## src/rtl/ahb_apb_bridge_n.sv

```systemverilog
// rtl/ahb_apb_bridge_n.sv - AHB-Lite slave to N-port APB3 master bridge with slot decoder and response mux (optional APB_TIMEOUT_EN)
module ahb_apb_bridge_n #(
    parameter int NUM_SLAVES     = 16,
    parameter int DEC_LSB        = 20,
    parameter int DEC_W          = 4,
    parameter int TIMEOUT_CYCLES = 255
) (
    input  logic                    HCLK,
    input  logic                    HRESET,
    input  logic                    HSEL,
    input  logic [31:0]             HADDR,
    input  logic [1:0]              HTRANS,
    input  logic                    HWRITE,
    input  logic [31:0]             HWDATA,
    input  logic                    HREADY,
    output logic [31:0]             HRDATA,
    output logic                    HREADYOUT,
    output logic                    HRESP,
    output logic [31:0]             PADDR,
    output logic [NUM_SLAVES-1:0]   PSEL,
    output logic                    PENABLE,
    output logic                    PWRITE,
    output logic [31:0]             PWDATA,
    input  logic [32*NUM_SLAVES-1:0] PRDATA,
    input  logic [NUM_SLAVES-1:0]   PREADY,
    input  logic [NUM_SLAVES-1:0]   PSLVERR
);

    typedef enum logic [2:0] {
        ST_IDLE,
        ST_SETUP,
        ST_ACCESS,
        ST_DONE,
        ST_ERR1,
        ST_ERR2
    } state_t;

    state_t state, state_nxt;

    logic [DEC_W-1:0]      slot_q;
    logic [DEC_W-1:0]      addr_slot;
    logic                  addr_mapped;
    logic                  can_accept;
    logic                  accept;
    logic                  sel_ready;
    logic                  sel_err;
    logic [31:0]           sel_rdata;
    logic [NUM_SLAVES-1:0] slot_onehot;
    logic                  to_hit;

    assign addr_slot   = HADDR[DEC_LSB +: DEC_W];
    assign addr_mapped = ({1'b0, addr_slot} < (DEC_W+1)'(NUM_SLAVES));
    assign can_accept  = (state == ST_IDLE) || (state == ST_DONE) || (state == ST_ERR2);
    assign accept      = can_accept && HSEL && HREADY && ((HTRANS == 2'b10) || (HTRANS == 2'b11));

    // Response mux and select decode driven only by the registered slot index
    always_comb begin
        sel_ready   = 1'b0;
        sel_err     = 1'b0;
        sel_rdata   = '0;
        slot_onehot = '0;
        for (int i = 0; i < NUM_SLAVES; i++) begin
            if (slot_q == DEC_W'(i)) begin
                sel_ready      = PREADY[i];
                sel_err        = PSLVERR[i];
                sel_rdata      = PRDATA[32*i +: 32];
                slot_onehot[i] = 1'b1;
            end
        end
    end

`ifdef APB_TIMEOUT_EN
    logic [15:0] to_cnt;

    // Wait-cycle counter: cleared while entering ACCESS, counts PREADY-low ACCESS cycles
    always_ff @(posedge HCLK or posedge HRESET) begin
        if (HRESET) begin
            to_cnt <= '0;
        end else if (state == ST_SETUP) begin
            to_cnt <= '0;
        end else if ((state == ST_ACCESS) && !sel_ready) begin
            to_cnt <= to_cnt + 16'd1;
        end
    end

    assign to_hit = (to_cnt == 16'(TIMEOUT_CYCLES));
`else
    // No timeout hardware; the parameter only keeps the interface identical across builds
    assign to_hit = 1'b0 & (TIMEOUT_CYCLES < 0);
`endif

    // State register
    always_ff @(posedge HCLK or posedge HRESET) begin
        if (HRESET) begin
            state <= ST_IDLE;
        end else begin
            state <= state_nxt;
        end
    end

    // Next-state and per-state bus outputs
    always_comb begin
        state_nxt = state;
        HREADYOUT = 1'b1;
        HRESP     = 1'b0;
        PSEL      = '0;
        PENABLE   = 1'b0;
        case (state)
            ST_IDLE, ST_DONE, ST_ERR2: begin
                HRESP = (state == ST_ERR2);
                if (accept) begin
                    state_nxt = addr_mapped ? ST_SETUP : ST_ERR1;
                end else begin
                    state_nxt = ST_IDLE;
                end
            end
            ST_SETUP: begin
                HREADYOUT = 1'b0;
                PSEL      = slot_onehot;
                state_nxt = ST_ACCESS;
            end
            ST_ACCESS: begin
                HREADYOUT = 1'b0;
                PSEL      = slot_onehot;
                PENABLE   = 1'b1;
                if (sel_ready) begin
                    state_nxt = sel_err ? ST_ERR1 : ST_DONE;
                end else if (to_hit) begin
                    state_nxt = ST_ERR1;
                end
            end
            ST_ERR1: begin
                HREADYOUT = 1'b0;
                HRESP     = 1'b1;
                state_nxt = ST_ERR2;
            end
            default: begin
                state_nxt = ST_IDLE;
            end
        endcase
    end

    // Address-phase capture; unmapped accesses leave the APB address untouched
    always_ff @(posedge HCLK or posedge HRESET) begin
        if (HRESET) begin
            slot_q <= '0;
            PADDR  <= '0;
            PWRITE <= 1'b0;
        end else if (accept && addr_mapped) begin
            slot_q <= addr_slot;
            PADDR  <= HADDR;
            PWRITE <= HWRITE;
        end
    end

    // Write data is taken at the end of SETUP, when the AHB data phase is valid
    always_ff @(posedge HCLK or posedge HRESET) begin
        if (HRESET) begin
            PWDATA <= '0;
        end else if (state == ST_SETUP) begin
            PWDATA <= HWDATA;
        end
    end

    // Read data registered on successful completion; writes return zero
    always_ff @(posedge HCLK or posedge HRESET) begin
        if (HRESET) begin
            HRDATA <= '0;
        end else if ((state == ST_ACCESS) && sel_ready && !sel_err) begin
            HRDATA <= PWRITE ? 32'h0 : sel_rdata;
        end
    end

endmodule

```

## config.mk

```make
export PLATFORM = sky130hd
export DESIGN_NAME = ahb_apb_bridge_n
export DESIGN_NICKNAME = d
export VERILOG_FILES = /design/src/rtl/ahb_apb_bridge_n.sv
export SDC_FILE = /design/constraint.sdc
export NUM_CORES = 1
export LEC_CHECK = 0
export ABC_AREA = 1
export ABC_CLOCK_PERIOD_IN_PS = 3250
export BUFFER_PORTS_ARGS = -buffer_cell sky130_fd_sc_hd__clkbuf_2
export CAP_MARGIN = 30
export CORE_AREA = 2 2 282 284
export DETAILED_ROUTE_END_ITERATION = 8
export DIE_AREA = 0 0 284 286
export REMOVE_ABC_BUFFERS = 1
export SYNTH_ARGS = -nofsm -noshare
export SYNTH_HDL_FRONTEND = slang
export SYNTH_SLANG_ARGS = --single-unit
```

## constraint.sdc

```tcl
create_clock -name HCLK -period 3.25 [get_ports HCLK]
set_input_delay 0.65 -clock HCLK [delete_from_list [all_inputs] [get_ports HCLK]]
set_output_delay 0.65 -clock HCLK [all_outputs]
set_load 0.02 [all_outputs]
```

Word-level counts from Yosys, hierarchy flattened
Index checks and enable logic that the tools add are counted.
{"block": "totals", "reg_bits": 104, "latchBits": 0, "mem_bits_rw": 0, "rom_bits": 0, "out_inout_bits": 116, "memories": 0}
{"block": "op_classes", "addsub": 0, "mul": 0, "n_div": 0, "n_lt_le_gt_ge": 0, "eq_ne": 23, "shifts": 0, "n_mux": 73, "bitwise": 0, "n_reduce_logical": 14}
{"operator": "$mux 32", "count": 17}
{"operator": "$mux 1", "count": 51}
{"operator": "$eq 4x4->1 const B", "count": 8}
{"operator": "$eq 4x3->1 const B", "count": 4}
{"operator": "$mux 16", "count": 1}
{"operator": "$pmux 3 s4", "count": 1}
{"operator": "$eq 4x2->1 const B", "count": 2}
{"operator": "$eq 3x2->1 const B", "count": 2}
{"operator": "$eq 3x3->1 const B", "count": 2}
{"operator": "$mux 3", "count": 2}
{"operator": "$reduce_or 3->1", "count": 2}
{"operator": "$logic_and 1x1->1", "count": 5}
{"operator": "$eq 2x2->1 const B", "count": 2}
{"operator": "$eq 4x1->1 const B", "count": 1}
{"operator": "$logic_not 4->1", "count": 1}
{"operator": "$eq 3x1->1 const B", "count": 1}
{"operator": "$logic_not 3->1", "count": 1}
{"operator": "$logic_or 1x1->1", "count": 3}
{"operator": "$ne 2x2->1 const B", "count": 1}
{"operator": "$pmux 1 s2", "count": 1}
{"operator": "$reduce_or 2->1", "count": 1}
{"operator": "$logic_not 1->1", "count": 1}

Depth between registers and ports, before layout
{"block": "logic_depth", "ltp_word": 20, "mapped_depth": 18}

Worst setup path after synthesis
No wires, ideal clock.
{"block": "synth_path", "path_kind": "register to output", "from": "reg, netlist name PADDR[22]", "to": "out PSEL[12]", "arrival_time_ps": 1631, "required_time_ps": 2600, "slack_ps": 969, "stages_incl_launch_ff": 6, "path_buffers": 1, "path_cell_list": "dfrtp_1 -> nand2_1 -> nor2_1 -> inv_1 -> clkbuf_1 -> nor2_1"}
{"item": "to (decl)", "line": "20", "rtl": "output logic [NUM_SLAVES-1:0] PSEL,"}

==> run metrics <==
status finished clean; share of the synthesized area in the top cell type between 20% and 30%; critical path arrival 2.36 ns; Place WS 0.425 ns; chip width between 200 and 300 um; layout cells sized above 1 40.6%; kind of critical path reg2out; global-route wire length before repair 88000 um; Setup crit end kind output pin; final hold violations 0; sinks on the clock net 100; Hold-fix buffers, CTS 0; initial antenna violation count 9; Bufs on Longest Clock Path 2; CP Buf/Inv Count 4; final core occ 18.1%; P per Cell Area 842 nW/um^2; # IOs 731; CTS buffer count 9; CP Cell Sequence inv_2, nand2_1, buf_4, nor2_4, inv_1, nor2_1, clkbuf_2; # fillers 9236; HP Class in2async; CTS root buf clkbuf_16; Layout Area Growth over Synthesis 65.7%; ANT nets after route 0; Max-cap violations 0; commonest non-fill, non-tap cell in the layout clkbuf_2; die area approximately 80000 um^2; post-route setup slack 0.235 ns; commonest non-fill, non-tap cells in the layout clkbuf_2 (729), nand2_1 (661), nor2_1 (200); total power 0.0119 W; Mean Syn Cell Area 5.75 um^2; Clk Latency, worst-skew pair roughly 0.40 ns; Final Wtd Congestion 0.946; number of distinct library cells after synthesis 25; Reg-to-Reg Start PADDR[21]; GRT overflow 0; Die Span Y ~290 um; detailed-router iteration count before antenna repair 6; Critical path origin PADDR[21]; post-CTS sizing 0; post-CTS setup buffers 0; Post-synth EDFFs 0; via count 12670; Routed WL 64300 um; VDD IR max 0.282 mV; largest net degree at the start of global routing 42; # H-tree levels 3; fin. max-slew vios 0; starting DRC count in detailed routing 729; fin cells 3272; fin crit period between 3 and 4 ns; Worst slew margin 41.2%; GRT Util Overall 15.2%; Primary FF master, synth dfrtp_1; Via-to-Cell Ratio 3.87; Pleak 7.87 nW; Tcrit/Tclk final 92.8%; Rows 103; synth top area cells dfrtp_1 (29%), nand2_1 (29%), nor2_1 (9.1%); dominant cell type by area after synthesis dfrtp_1; max incr delay on CP 0.50 ns; Multi-input gate area 5330 um^2; Synth Cell Area 8540 um^2; HPWL after detailed placement about 53000 um; slew of the pin with the lowest slew margin 0.881 ns; RSZ-0062 raised after global routing false; Final #Nets 2825; startpoint class of the critical path flip-flop; starting density of the core between 10 and 15%; Synth Warn # 0; R2R cell count 16; synthesized flop and latch total 100; vias in the first global route 12809; critical path depth 7; CTS tree built; sequential cell area fraction in the yosys report 29.3%; Syn Inst Count 1485; Clock Pin Slew Worst Setup and Hold Paths 0.10 ns; slowest CP cell dfrtp_1; CP max FO 6; CP required 2.60 ns; core box area 78400 um^2; Setup violations, final 0; register area ~2500 um^2; DRC violations left 0; Synth async-reset ratio 100%; fmax 332 MHz; CP delay by family, top buffers and inverters; clk_skew 0.0331 ns; Placed Cells 3249; port bufs 729; wire per inst 19.6 um
[metrics by stage]
stage / TNS, ns / hold WS [ns] / area, um^2
3_3_place_gp: 0 / 0.462 / 13800
5_1_grt: 0 / 0.304 / 14100
3_5_place_dp: 0 / 0.464 / 13800
2_1_floorplan: -25.75 / 0.591 / 8240
6_report: 0 / 0.305 / 14100
4_1_cts: 0 / 0.260 / 14100
[state kept, by name, indices dropped and copies added (netlist names)]
name and cells:
HRDATA 32, state 3, PWDATA 32, PWRITE 1, PADDR 32
[worst reg2reg max path: cells and delay by family (launching register included)]
| kind | cells | cell delay, ns |
|---|---|---|
| AOI/OAI and AO/OA | 1 | 0.27 |
| and+or+nand+nor | 13 | 1.76 |
| buffers and inverters | 2 | 0.28 |
| DFF | 1 | 0.53 |
[cells in the mapped netlist, types with 5 or more instances]
cell	instances
a21oi_1	41
dfrtp_1	100
nand4_1	91
clkbuf_1	53
nand3_1	66
nor3_1	5
nor2_2	8
nor2_1	206
or2_2	31
nand2_1	661
inv_2	8
o21ai_0	27
buf_2	13
mux2_2	32
inv_1	120
[report_power, final]
group | switching, W | internal, W | leakage [nW]
logic | 0.00579 | 0.00264 | 6.47
registers | 0.000383 | 0.00185 | 1.24
clock network | 0.000612 | 0.000636 | 0.150
[cells by family (layout without fill, tap and decap cells)]
family	after synthesis	count (layout)	share of synthesized area, %
AOI/OAI and AO/OA	70	70	4.13
buffers and inverters	201	931	9.16
DFF	100	100	29.3
muxes	32	32	4.22
other	0	7	0
and+or+nand+nor	1082	1082	53.2
[final timing paths]
check | to | slack (ns)
max | PSEL[13] | 0.24
min | PWDATA[6] | 0.31
max reg2reg | HRDATA[0] | 0.29
min reg2reg | HRDATA[19] | 0.48
max in group asynchronous | HRDATA[27] | 2.26
min in group HCLK | PADDR[15] | 0.46
[layout make-up]
| type | instances | share of cell area (%) |
|---|---|---|
| Clock buffer | 10 | 1.69 |
| Timing Repair Buffer | 787 | 29.6 |
| Multi-Input combinational cell | 1184 | 37.7 |
| Antenna cell | 7 | 0.124 |
| Sequential cell | 100 | 17.7 |
| Inverter | 128 | 3.41 |
| Tap cell | 1050 | 9.29 |
| Clock inverter | 6 | 0.575 |
[routing by layer]
metal	GRT usage (%)	wire (um)	share of wire, %
met1	16.7	24100	38
met2	26.5	30700	48
met3	3.83	5440	8.5
met4	9.29	3980	6.2
met5	0	0	0
No activity file was read; power rests on OpenSTA's default activity.
